**config.mk**
```make
export PLATFORM = sky130hd
export DESIGN_NAME = cpu_control_core
export DESIGN_NICKNAME = d
export VERILOG_FILES = /design/src/rtl/cpu_control_core.sv
export SDC_FILE = /design/constraint.sdc
export NUM_CORES = 1
export LEC_CHECK = 0
export ABC_AREA = 1
export CORE_MARGIN = 1.5
export CORE_UTILIZATION = 55
export CTS_BUF_LIST = sky130_fd_sc_hd__clkbuf_8
export DETAILED_ROUTE_END_ITERATION = 10
export HOLD_SLACK_MARGIN = 0.12
export MAX_ROUTING_LAYER = met4
export PLACE_DENSITY_LB_ADDON = 0.1
export SYNTH_ARGS = -nofsm -noshare
export SYNTH_HDL_FRONTEND = slang
export SYNTH_SLANG_ARGS = --single-unit
export TNS_END_PERCENT = 100
```
**constraint.sdc**
```tcl
create_clock -name clk -period 2.3 [get_ports clk]
set_input_delay 0.46 -clock clk [delete_from_list [all_inputs] [get_ports clk]]
set_output_delay 0.46 -clock clk [all_outputs]
set_load 0.01 [all_outputs]
```
**src/rtl/cpu_control_core.sv**
```systemverilog
// cpu_control_core: 8-bit accumulator CPU, bus-master side of the memory map.
// Ports:
//   clk          system clock, rising edge
//   reset        asynchronous active-low reset
//   address      memory address (the MAR)
//   to_memory    store data, 0x00 outside the store state
//   write        one-cycle write strobe per store
//   from_memory  synchronous read data (one cycle after address)
//   ccr          condition flags {N,Z,V,C}
module cpu_control_core (
    input  logic       clk,
    input  logic       reset,
    output logic [7:0] address,
    output logic [7:0] to_memory,
    output logic       write,
    input  logic [7:0] from_memory,
    output logic [3:0] ccr
);

    localparam int unsigned W = 8;

    localparam logic [W-1:0] OP_LDA_IMM = 8'h86;
    localparam logic [W-1:0] OP_LDA_DIR = 8'h87;
    localparam logic [W-1:0] OP_LDB_IMM = 8'h88;
    localparam logic [W-1:0] OP_LDB_DIR = 8'h89;
    localparam logic [W-1:0] OP_STA_DIR = 8'h96;
    localparam logic [W-1:0] OP_STB_DIR = 8'h97;
    localparam logic [W-1:0] OP_ADD_AB  = 8'h42;
    localparam logic [W-1:0] OP_SUB_AB  = 8'h43;
    localparam logic [W-1:0] OP_BRA     = 8'h20;
    localparam logic [W-1:0] OP_BEQ     = 8'h23;

    typedef enum logic [3:0] {
        S_FETCH0, S_FETCH1, S_FETCH2, S_DECODE,
        S_OP_MAR, S_OP_INC, S_LD_IMM, S_DIR_MAR,
        S_DIR_WAIT, S_LD_DIR, S_STORE, S_ALU,
        S_BR_MAR, S_BR_WAIT, S_BR_LOAD, S_BEQ_SKIP
    } state_t;

    state_t       state;
    logic [W-1:0] pc;
    logic [W-1:0] ir;
    logic [W-1:0] mar;
    logic [W-1:0] a;
    logic [W-1:0] b;

    logic [W:0]   sum9;
    logic [W:0]   diff9;
    logic [W-1:0] alu_res;
    logic         alu_v;
    logic         alu_c;
    logic [3:0]   alu_flags;

    assign address = mar;

    // ADD/SUB result and flags; ir[0] distinguishes SUB (0x43) from ADD (0x42)
    always_comb begin
        sum9  = {1'b0, a} + {1'b0, b};
        diff9 = {1'b0, a} - {1'b0, b};
        if (ir[0]) begin
            alu_res = diff9[W-1:0];
            alu_v   = (a[W-1] != b[W-1]) && (alu_res[W-1] != a[W-1]);
            alu_c   = diff9[W];
        end else begin
            alu_res = sum9[W-1:0];
            alu_v   = (a[W-1] == b[W-1]) && (alu_res[W-1] != a[W-1]);
            alu_c   = sum9[W];
        end
        alu_flags = {alu_res[W-1], (alu_res == '0), alu_v, alu_c};
    end

    // Instruction sequencer with registered bus outputs
    always_ff @(posedge clk or negedge reset) begin
        if (!reset) begin
            state     <= S_FETCH0;
            pc        <= '0;
            ir        <= '0;
            mar       <= '0;
            a         <= '0;
            b         <= '0;
            ccr       <= '0;
            write     <= 1'b0;
            to_memory <= '0;
        end else begin
            write     <= 1'b0;
            to_memory <= '0;
            case (state)
                S_FETCH0: begin
                    mar   <= pc;
                    state <= S_FETCH1;
                end
                S_FETCH1: begin
                    pc    <= pc + W'(1);
                    state <= S_FETCH2;
                end
                S_FETCH2: begin
                    ir    <= from_memory;
                    state <= S_DECODE;
                end
                S_DECODE: begin
                    case (ir)
                        OP_LDA_IMM, OP_LDB_IMM, OP_LDA_DIR, OP_LDB_DIR,
                        OP_STA_DIR, OP_STB_DIR: state <= S_OP_MAR;
                        OP_ADD_AB, OP_SUB_AB:   state <= S_ALU;
                        OP_BRA:                 state <= S_BR_MAR;
                        OP_BEQ:                 state <= ccr[2] ? S_BR_MAR : S_BEQ_SKIP;
                        default:                state <= S_FETCH0;
                    endcase
                end
                S_OP_MAR: begin
                    mar   <= pc;
                    state <= S_OP_INC;
                end
                S_OP_INC: begin
                    pc <= pc + W'(1);
                    if (ir == OP_LDA_IMM || ir == OP_LDB_IMM) begin
                        state <= S_LD_IMM;
                    end else begin
                        state <= S_DIR_MAR;
                    end
                end
                S_LD_IMM: begin
                    if (ir == OP_LDA_IMM) a <= from_memory;
                    else                  b <= from_memory;
                    state <= S_FETCH0;
                end
                S_DIR_MAR: begin
                    mar <= from_memory;
                    // Stores raise the strobe so it is live during S_STORE
                    if (ir == OP_STA_DIR || ir == OP_STB_DIR) begin
                        write     <= 1'b1;
                        to_memory <= (ir == OP_STB_DIR) ? b : a;
                        state     <= S_STORE;
                    end else begin
                        state <= S_DIR_WAIT;
                    end
                end
                S_DIR_WAIT: state <= S_LD_DIR;
                S_LD_DIR: begin
                    if (ir == OP_LDA_DIR) a <= from_memory;
                    else                  b <= from_memory;
                    state <= S_FETCH0;
                end
                S_STORE: state <= S_FETCH0;
                S_ALU: begin
                    a     <= alu_res;
                    ccr   <= alu_flags;
                    state <= S_FETCH0;
                end
                S_BR_MAR: begin
                    mar   <= pc;
                    state <= S_BR_WAIT;
                end
                S_BR_WAIT: state <= S_BR_LOAD;
                S_BR_LOAD: begin
                    pc    <= from_memory;
                    state <= S_FETCH0;
                end
                S_BEQ_SKIP: begin
                    pc    <= pc + W'(1);
                    state <= S_FETCH0;
                end
                default: state <= S_FETCH0;
            endcase
        end
    end

endmodule

```
==> results_dict.tcl, run 1 <==
set metrics [dict create \
    viasPerCell 5.546 \
    num_vias 3211 \
    synthCells 460 \
    cts_setup_buffers 0 \
    num_rows 29 \
    cp-start-kind "flop" \
    gp_congestion 0.9303 \
    synth-warning-count 0 \
    final_cell_mix "nand2_1, inv_1, dfrtp_1" \
    grt_usage_pct 28.40 \
    slew_viol_final 0 \
    critical_path.max_fanout 3 \
    die_y_um 83.85 \
    cp.arrival_ps 2270 \
    h-tree-depth 3 \
    num_io_pins 31 \
    power.density_nw_per_um2 1487 \
    netlist_area_um2 3595 \
    ant_nets 0 \
    cts_resized 0 \
    ys_seq_area_share_pct 39.68 \
    drive_gt1_share_pct 12.35 \
    fin_crit_sh_pct 88.71 \
    die_w_um 83.85 \
    status "finished, final reports clean" \
    power_frac_clock_pct 15.1 \
    tightestPinTransition_ps 584.1 \
    timing.hold.ws_ps 483.2 \
    synthTopCellsByArea "dfrtp_1, nand2_1, ha_1" \
    clock-sinks 57 \
    seqCellArea_um2 1426 \
    avgRoutedWirePerCell_um 15.27 \
    syn_nets 489 \
    p_leak_nw 2.055 \
    fmax_ghz 0.4901 \
    slew_headroom_pct 61.02 \
    multiInputGateArea_um2 1852 \
    setup_tns_ps 0 \
    ir_drop_v 0.0007756 \
    drc_errors 0 \
    switching_share_pct 47.89 \
    end_kind "flop" \
    synth_area_per_cell_um2 7.815 \
    seqPwrFrac_pct 27.9 \
    grt_antenna_before_repair 0 \
    synth_top_cell_by_area "dfrtp_1" \
    postCtsHoldBufs 1 \
    io_buffers 30 \
    firstDrtPassIters 5 \
    cts_tree "yes" \
    initial_core_util_pct 56.61 \
    overflow 0 \
    cp.required_ps 2530 \
    cts_buffers 9 \
    grt_pass1_wl_mm 15.32 \
    yosysTopAreaCellShare_pct 39.68 \
    dieArea_um2 7030 \
    fin_skew_ps 8.937 \
    hold_viol 0 \
    cts_buffer_depth 2 \
    rsz0062_at_grt "false" \
    p_int_w 0.003238 \
    path_clk_slew_ps 70 \
    maxCapViolCount 0 \
    grt_pass1_vias 3139 \
    drtIter0Drc 153 \
    wl_mm 8.840 \
    combinationalPowerShare_pct 57.0 \
    ys_ff_latch 57 \
    finalWorstPathRequiredPeriod_ps 2040 \
    hold_class "reg -> reg" \
    fillers 563 \
    grt_max_degree 38 \
    p_switching_w 0.002976 \
    core_um2 6350 \
    ys_types 43 \
    clk_latency_ps 340 \
    dp_hpwl_mm 6.694 \
    path_class "reg -> reg" \
    diodes 0 \
    nNetsFinal 527 \
    final_common_cell "nand2_1" \
    finalSetupViolCount 0 \
    area_growth_pct 16.25 \
    cts_root_buffer "clkbuf_8" \
]
[synth_stat cells]
library cell / number
a221oi_1: 7
nor3_1: 1
o311ai_0: 1
clkbuf_1: 1
or2_2: 1
buf_2: 6
ha_1: 17
nand2_1: 101
buf_6: 1
fa_1: 2
o21ai_2: 5
inv_4: 1
inv_1: 56
o211ai_2: 3
inv_2: 8
a31oi_1: 4
clkbuf_2: 1
o21bai_1: 2
or2_4: 1
o21ai_1: 8
dfrtp_1: 57
o221ai_1: 2
o31ai_1: 1
nor2_1: 42
nand2_4: 1
nor2_4: 4
nand3b_1: 2
nand2_2: 5
nor2_2: 3
nand3_4: 1
o22ai_2: 4
nand4_1: 5
o21ai_0: 36
o22ai_1: 3
a21boi_1: 1
buf_12: 1
nand3_2: 3
and2_1: 1
xor2_1: 2
a21oi_1: 26
nor3_2: 1
o211ai_1: 2
nand3_1: 30
[worst paths after layout]
| path | cells past startpoint | end | startpoint | slack (ps) |
|---|---|---|---|---|
| worst max register to register | 15 | a[6]$_DFFE_PN0P_ | a[0]$_DFFE_PN0P_ | 260 |
| max in group asynchronous | 3 | ccr[1]$_DFFE_PN0P_ | reset | 1110 |
| min in group asynchronous | 2 | ir[7]$_DFFE_PN0P_ | reset | 630 |
| worst max-delay path | 15 | a[6]$_DFFE_PN0P_ | a[0]$_DFFE_PN0P_ | 260 |
| worst min register to register | 2 | ccr[1]$_DFFE_PN0P_ | ccr[1]$_DFFE_PN0P_ | 480 |
| worst min-delay path | 2 | ccr[1]$_DFFE_PN0P_ | ccr[1]$_DFFE_PN0P_ | 480 |
[cell type report]
type	count	area share, %
flip-flops and latches	57	34.13
repair buffers	37	8.683
multi-input cells	328	44.31
well taps	77	2.305
clock buffers	11	3.623
inverters	65	5.898
clock inverters	4	1.048
[kinds of logic after synthesis]
group / share of synthesized area [%]
compound gates: 18.31
buf+inv: 8.806
flops: 39.68
fa+ha+maj: 7.031
xor+xnor: 0.4874
simple gates: 25.69
[power groups by stage]
stage	Sequential, W	Clock [W]	Combinational, W
5_1_grt	0.00179	0.000990	0.00406
4_1_cts	0.00173	0.000948	0.00351
2_1_floorplan	0.00172	0	0.00259
3_3_place_gp	0.00172	0	0.00340
3_5_place_dp	0.00174	0	0.00349
6_report	0.00173	0.000939	0.00354
[worst max-delay path: stages (launching register included)]
cell and delay [ps]:
dfrtp_1 380, inv_1 110, ha_1 180, inv_1 70, fa_1 380, nand2_1 80, nand3_1 70, and2_1 150
nand2_1 70, nand3b_1 100, nand2_1 80, nand2_1 40, nand2_1 70, nand2_1 50, nand2_1 50, nand2_1 50
[registers in the layout (all words and copies together), names as in the netlist]
register and cells:
pc 8, b 8, state 4, to_memory 8
address 8, ccr 4, a 8, ir 8
write 1
[layer usage]
layer	global-route usage (%)	vias to the layer above	wire (um)
met4	8.495	0	205
met5	-	-	0
li1	-	1604	-
met3	3.561	18	391
met2	46.70	79	4325
met1	37.19	1510	3918
[metrics by stage]
step / util, % / worst slack (ps) / area (um^2) / total power (W) / instances
detailed placement: 62.58 / 283.8 / 3974 / 0.005227 / 563
finish: 65.81 / 259.8 / 4179 / 0.006214 / 579
global route: 65.81 / 67.84 / 4179 / 0.006839 / 579
global placement: 62.58 / 349.2 / 3974 / 0.005121 / 563
floorplan: - / 438.6 / 3595 / 0.004311 / 460
CTS: 65.81 / 274.9 / 4179 / 0.006188 / 579
No activity file was read; power rests on OpenSTA's default activity.
==> inputs of run 2 (changes only) <==
--- a/config.mk
+++ b/config.mk
@@ -6,6 +6,7 @@
 export NUM_CORES = 1
 export LEC_CHECK = 0
 export ABC_AREA = 1
+export CAP_MARGIN = 40
 export CORE_MARGIN = 1.5
 export CORE_UTILIZATION = 55
 export CTS_BUF_LIST = sky130_fd_sc_hd__clkbuf_8
==> results of run 2 <==
Final layout, timing and power as in run 1 (identical DEF).
==> inputs of run 3 (changes only) <==
--- a/config.mk
+++ b/config.mk
@@ -7,7 +7,7 @@
 export LEC_CHECK = 0
 export ABC_AREA = 1
 export CAP_MARGIN = 40
-export CORE_MARGIN = 1.5
+export CORE_MARGIN = 2
 export CORE_UTILIZATION = 55
 export CTS_BUF_LIST = sky130_fd_sc_hd__clkbuf_8
 export DETAILED_ROUTE_END_ITERATION = 10
==> run 3 against run 2 <==
  * Sequential share of layout area is 0.11 points higher
  * Non-clock buffer count is 1 lower
  * Cell area is 0.33% lower
  * Sequential power hardly changed
  * Flip-flop and latch count stayed put
  * Clock-buffer cell count is 1 lower
  * Via count is 2.1% higher
  * Total power is 0.44% lower
  * Combinational power hardly changed
  * Clock power is 2% lower
==> results_dict.tcl, run 3 (same netlist as run 1, synthesis figures left out) <==
set metrics [dict create \
    p_leak_nw 2.055 \
    nNetsFinal 526 \
    cts_tree "yes" \
    power_frac_clock_pct 14.9 \
    diodes 0 \
    multiInputGateArea_um2 1852 \
    fillers 535 \
    setup_tns_ps 0 \
    hold_class "reg -> reg" \
    power.density_nw_per_um2 1485 \
    grt_pass1_vias 3375 \
    placed_cells 562 \
    hold_viol 0 \
    ant_nets 0 \
    num_rows 29 \
    cp.arrival_ps 2290 \
    status "finished, final reports clean" \
    ir_drop_v 0.0009211 \
    grt_max_degree 39 \
    drive_gt1_share_pct 11.95 \
    wl_mm 9.062 \
    die_w_um 84.85 \
    gp_congestion 0.9507 \
    overflow 0 \
    core_um2 6350 \
    cts_buffers 9 \
    cts_buffer_depth 2 \
    area_growth_pct 15.87 \
    initial_core_util_pct 56.61 \
    p_switching_w 0.003002 \
    cp.required_ps 2530 \
    clk_latency_ps 340 \
    cp-start-kind "flop" \
    place_ws_ps 264.1 \
    path_clk_slew_ps 60 \
    grt_pass1_wl_mm 15.70 \
    drc_errors 0 \
    num_io_pins 31 \
    finalSetupViolCount 0 \
    io_buffers 30 \
    cts_setup_buffers 0 \
    slew_headroom_pct 60.65 \
    final_common_cell "nand2_1" \
    viasPerCell 5.660 \
    drtIter0Drc 209 \
    dp_hpwl_mm 6.749 \
    cts_root_buffer "clkbuf_8" \
    p_int_w 0.003185 \
    critical_path.max_fanout 3 \
    instances_no_fill 579 \
    finalWorstPathRequiredPeriod_ps 2061 \
    cpMaxStageDelayCell "dfrtp_1" \
    switching_share_pct 48.52 \
    h-tree-depth 3 \
    path_class "reg -> reg" \
    tightestPinTransition_ps 589.6 \
    setup_ws_ps 239.0 \
    clock-sinks 57 \
    cp_common_cell "nand2_1" \
    die_y_um 84.85 \
    fin_crit_sh_pct 89.61 \
    grt_antenna_before_repair 0 \
    final_cell_mix "nand2_1, inv_1, dfrtp_1" \
    path_cells "inv_1, ha_1, inv_1, fa_1, nand2_1, nand3_1, and2_1, nand2_1, nand3b_1, nand2_1, nand2_1, nand2_1, nand2_1, nand2_1, nand2_1" \
    slew_viol_final 0 \
    fmax_ghz 0.4852 \
    firstDrtPassIters 5 \
    grt_usage_pct 28.41 \
    critPathMaxStageDelay_ps 380 \
    dieArea_um2 7199 \
    combinationalPowerShare_pct 57.3 \
    timing.hold.ws_ps 490.4 \
    end_kind "flop" \
    seqCellArea_um2 1426 \
    seqPwrFrac_pct 27.9 \
    maxCapViolCount 0 \
    fin_skew_ps 6.284 \
    rsz0062_at_grt "false" \
    avgRoutedWirePerCell_um 15.65 \
    num_vias 3277 \
    finalPower_w 0.006186 \
]
[run 3: path summary, 6_finish.rpt]
| check | to | cells past startpoint | slack (ps) | startpoint |
|---|---|---|---|---|
| max | a[6]$_DFFE_PN0P_ | 15 | 240 | a[0]$_DFFE_PN0P_ |
| min | ccr[3]$_DFFE_PN0P_ | 2 | 490 | ccr[3]$_DFFE_PN0P_ |
| max reg2reg | a[6]$_DFFE_PN0P_ | 15 | 240 | a[0]$_DFFE_PN0P_ |
| min reg2reg | ccr[3]$_DFFE_PN0P_ | 2 | 490 | ccr[3]$_DFFE_PN0P_ |
| max in group asynchronous | ccr[2]$_DFFE_PN0P_ | 3 | 1120 | reset |
| min in group asynchronous | state[3]$_DFF_PN0_ | 2 | 610 | reset |
[run 3: timing repair]
item / CTS / global route
hold buffers: 1 / 0
endpoints found under the setup margin: 0 / 0
hold endpoints to repair: 19 / 0
gates resized for setup: 0 / 0
[run 3: cell type report]
| type | count | area share (%) |
|---|---|---|
| multi-input cells | 328 | 44.46 |
| clock inverters | 6 | 1.232 |
| inverters | 65 | 5.918 |
| well taps | 77 | 2.313 |
| repair buffers | 36 | 8.531 |
| flip-flops and latches | 57 | 34.24 |
| clock buffers | 10 | 3.304 |
[run 3: worst max-delay path: cells and delay by family, from the launching register on]
kind	cells	cell delay, ps
and+or+nand+nor	11	850
adders and majority gates	2	550
DFF	1	380
buffers and inverters	2	190
[run 3: per-layer routing]
| metal | share of wire, % | wire length (um) | track usage [%] |
|---|---|---|---|
| met1 | 44 | 3987 | 36.22 |
| met2 | 49 | 4443 | 45.67 |
| met3 | 4.5 | 404 | 5.253 |
| met4 | 2.5 | 227 | 10.25 |
| met5 | 0 | 0 | - |
[run 3: power by group through the flow]
| stage | sequential (W) | clock (W) | combinational [W] |
|---|---|---|---|
| after floorplan | 0.00172 | 0 | 0.00259 |
| after global placement | 0.00172 | 0 | 0.00337 |
| after detailed placement | 0.00173 | 0 | 0.00349 |
| after CTS | 0.00172 | 0.000925 | 0.00352 |
| after global routing | 0.00179 | 0.000977 | 0.00403 |
| final | 0.00172 | 0.000920 | 0.00354 |
[run 3: stage by stage]
step	util (%)	cell area (um^2)
after floorplan	-	3595
after global placement	62.46	3966
after detailed placement	62.46	3966
after CTS	65.60	4165
after global routing	65.60	4165
final	65.60	4165
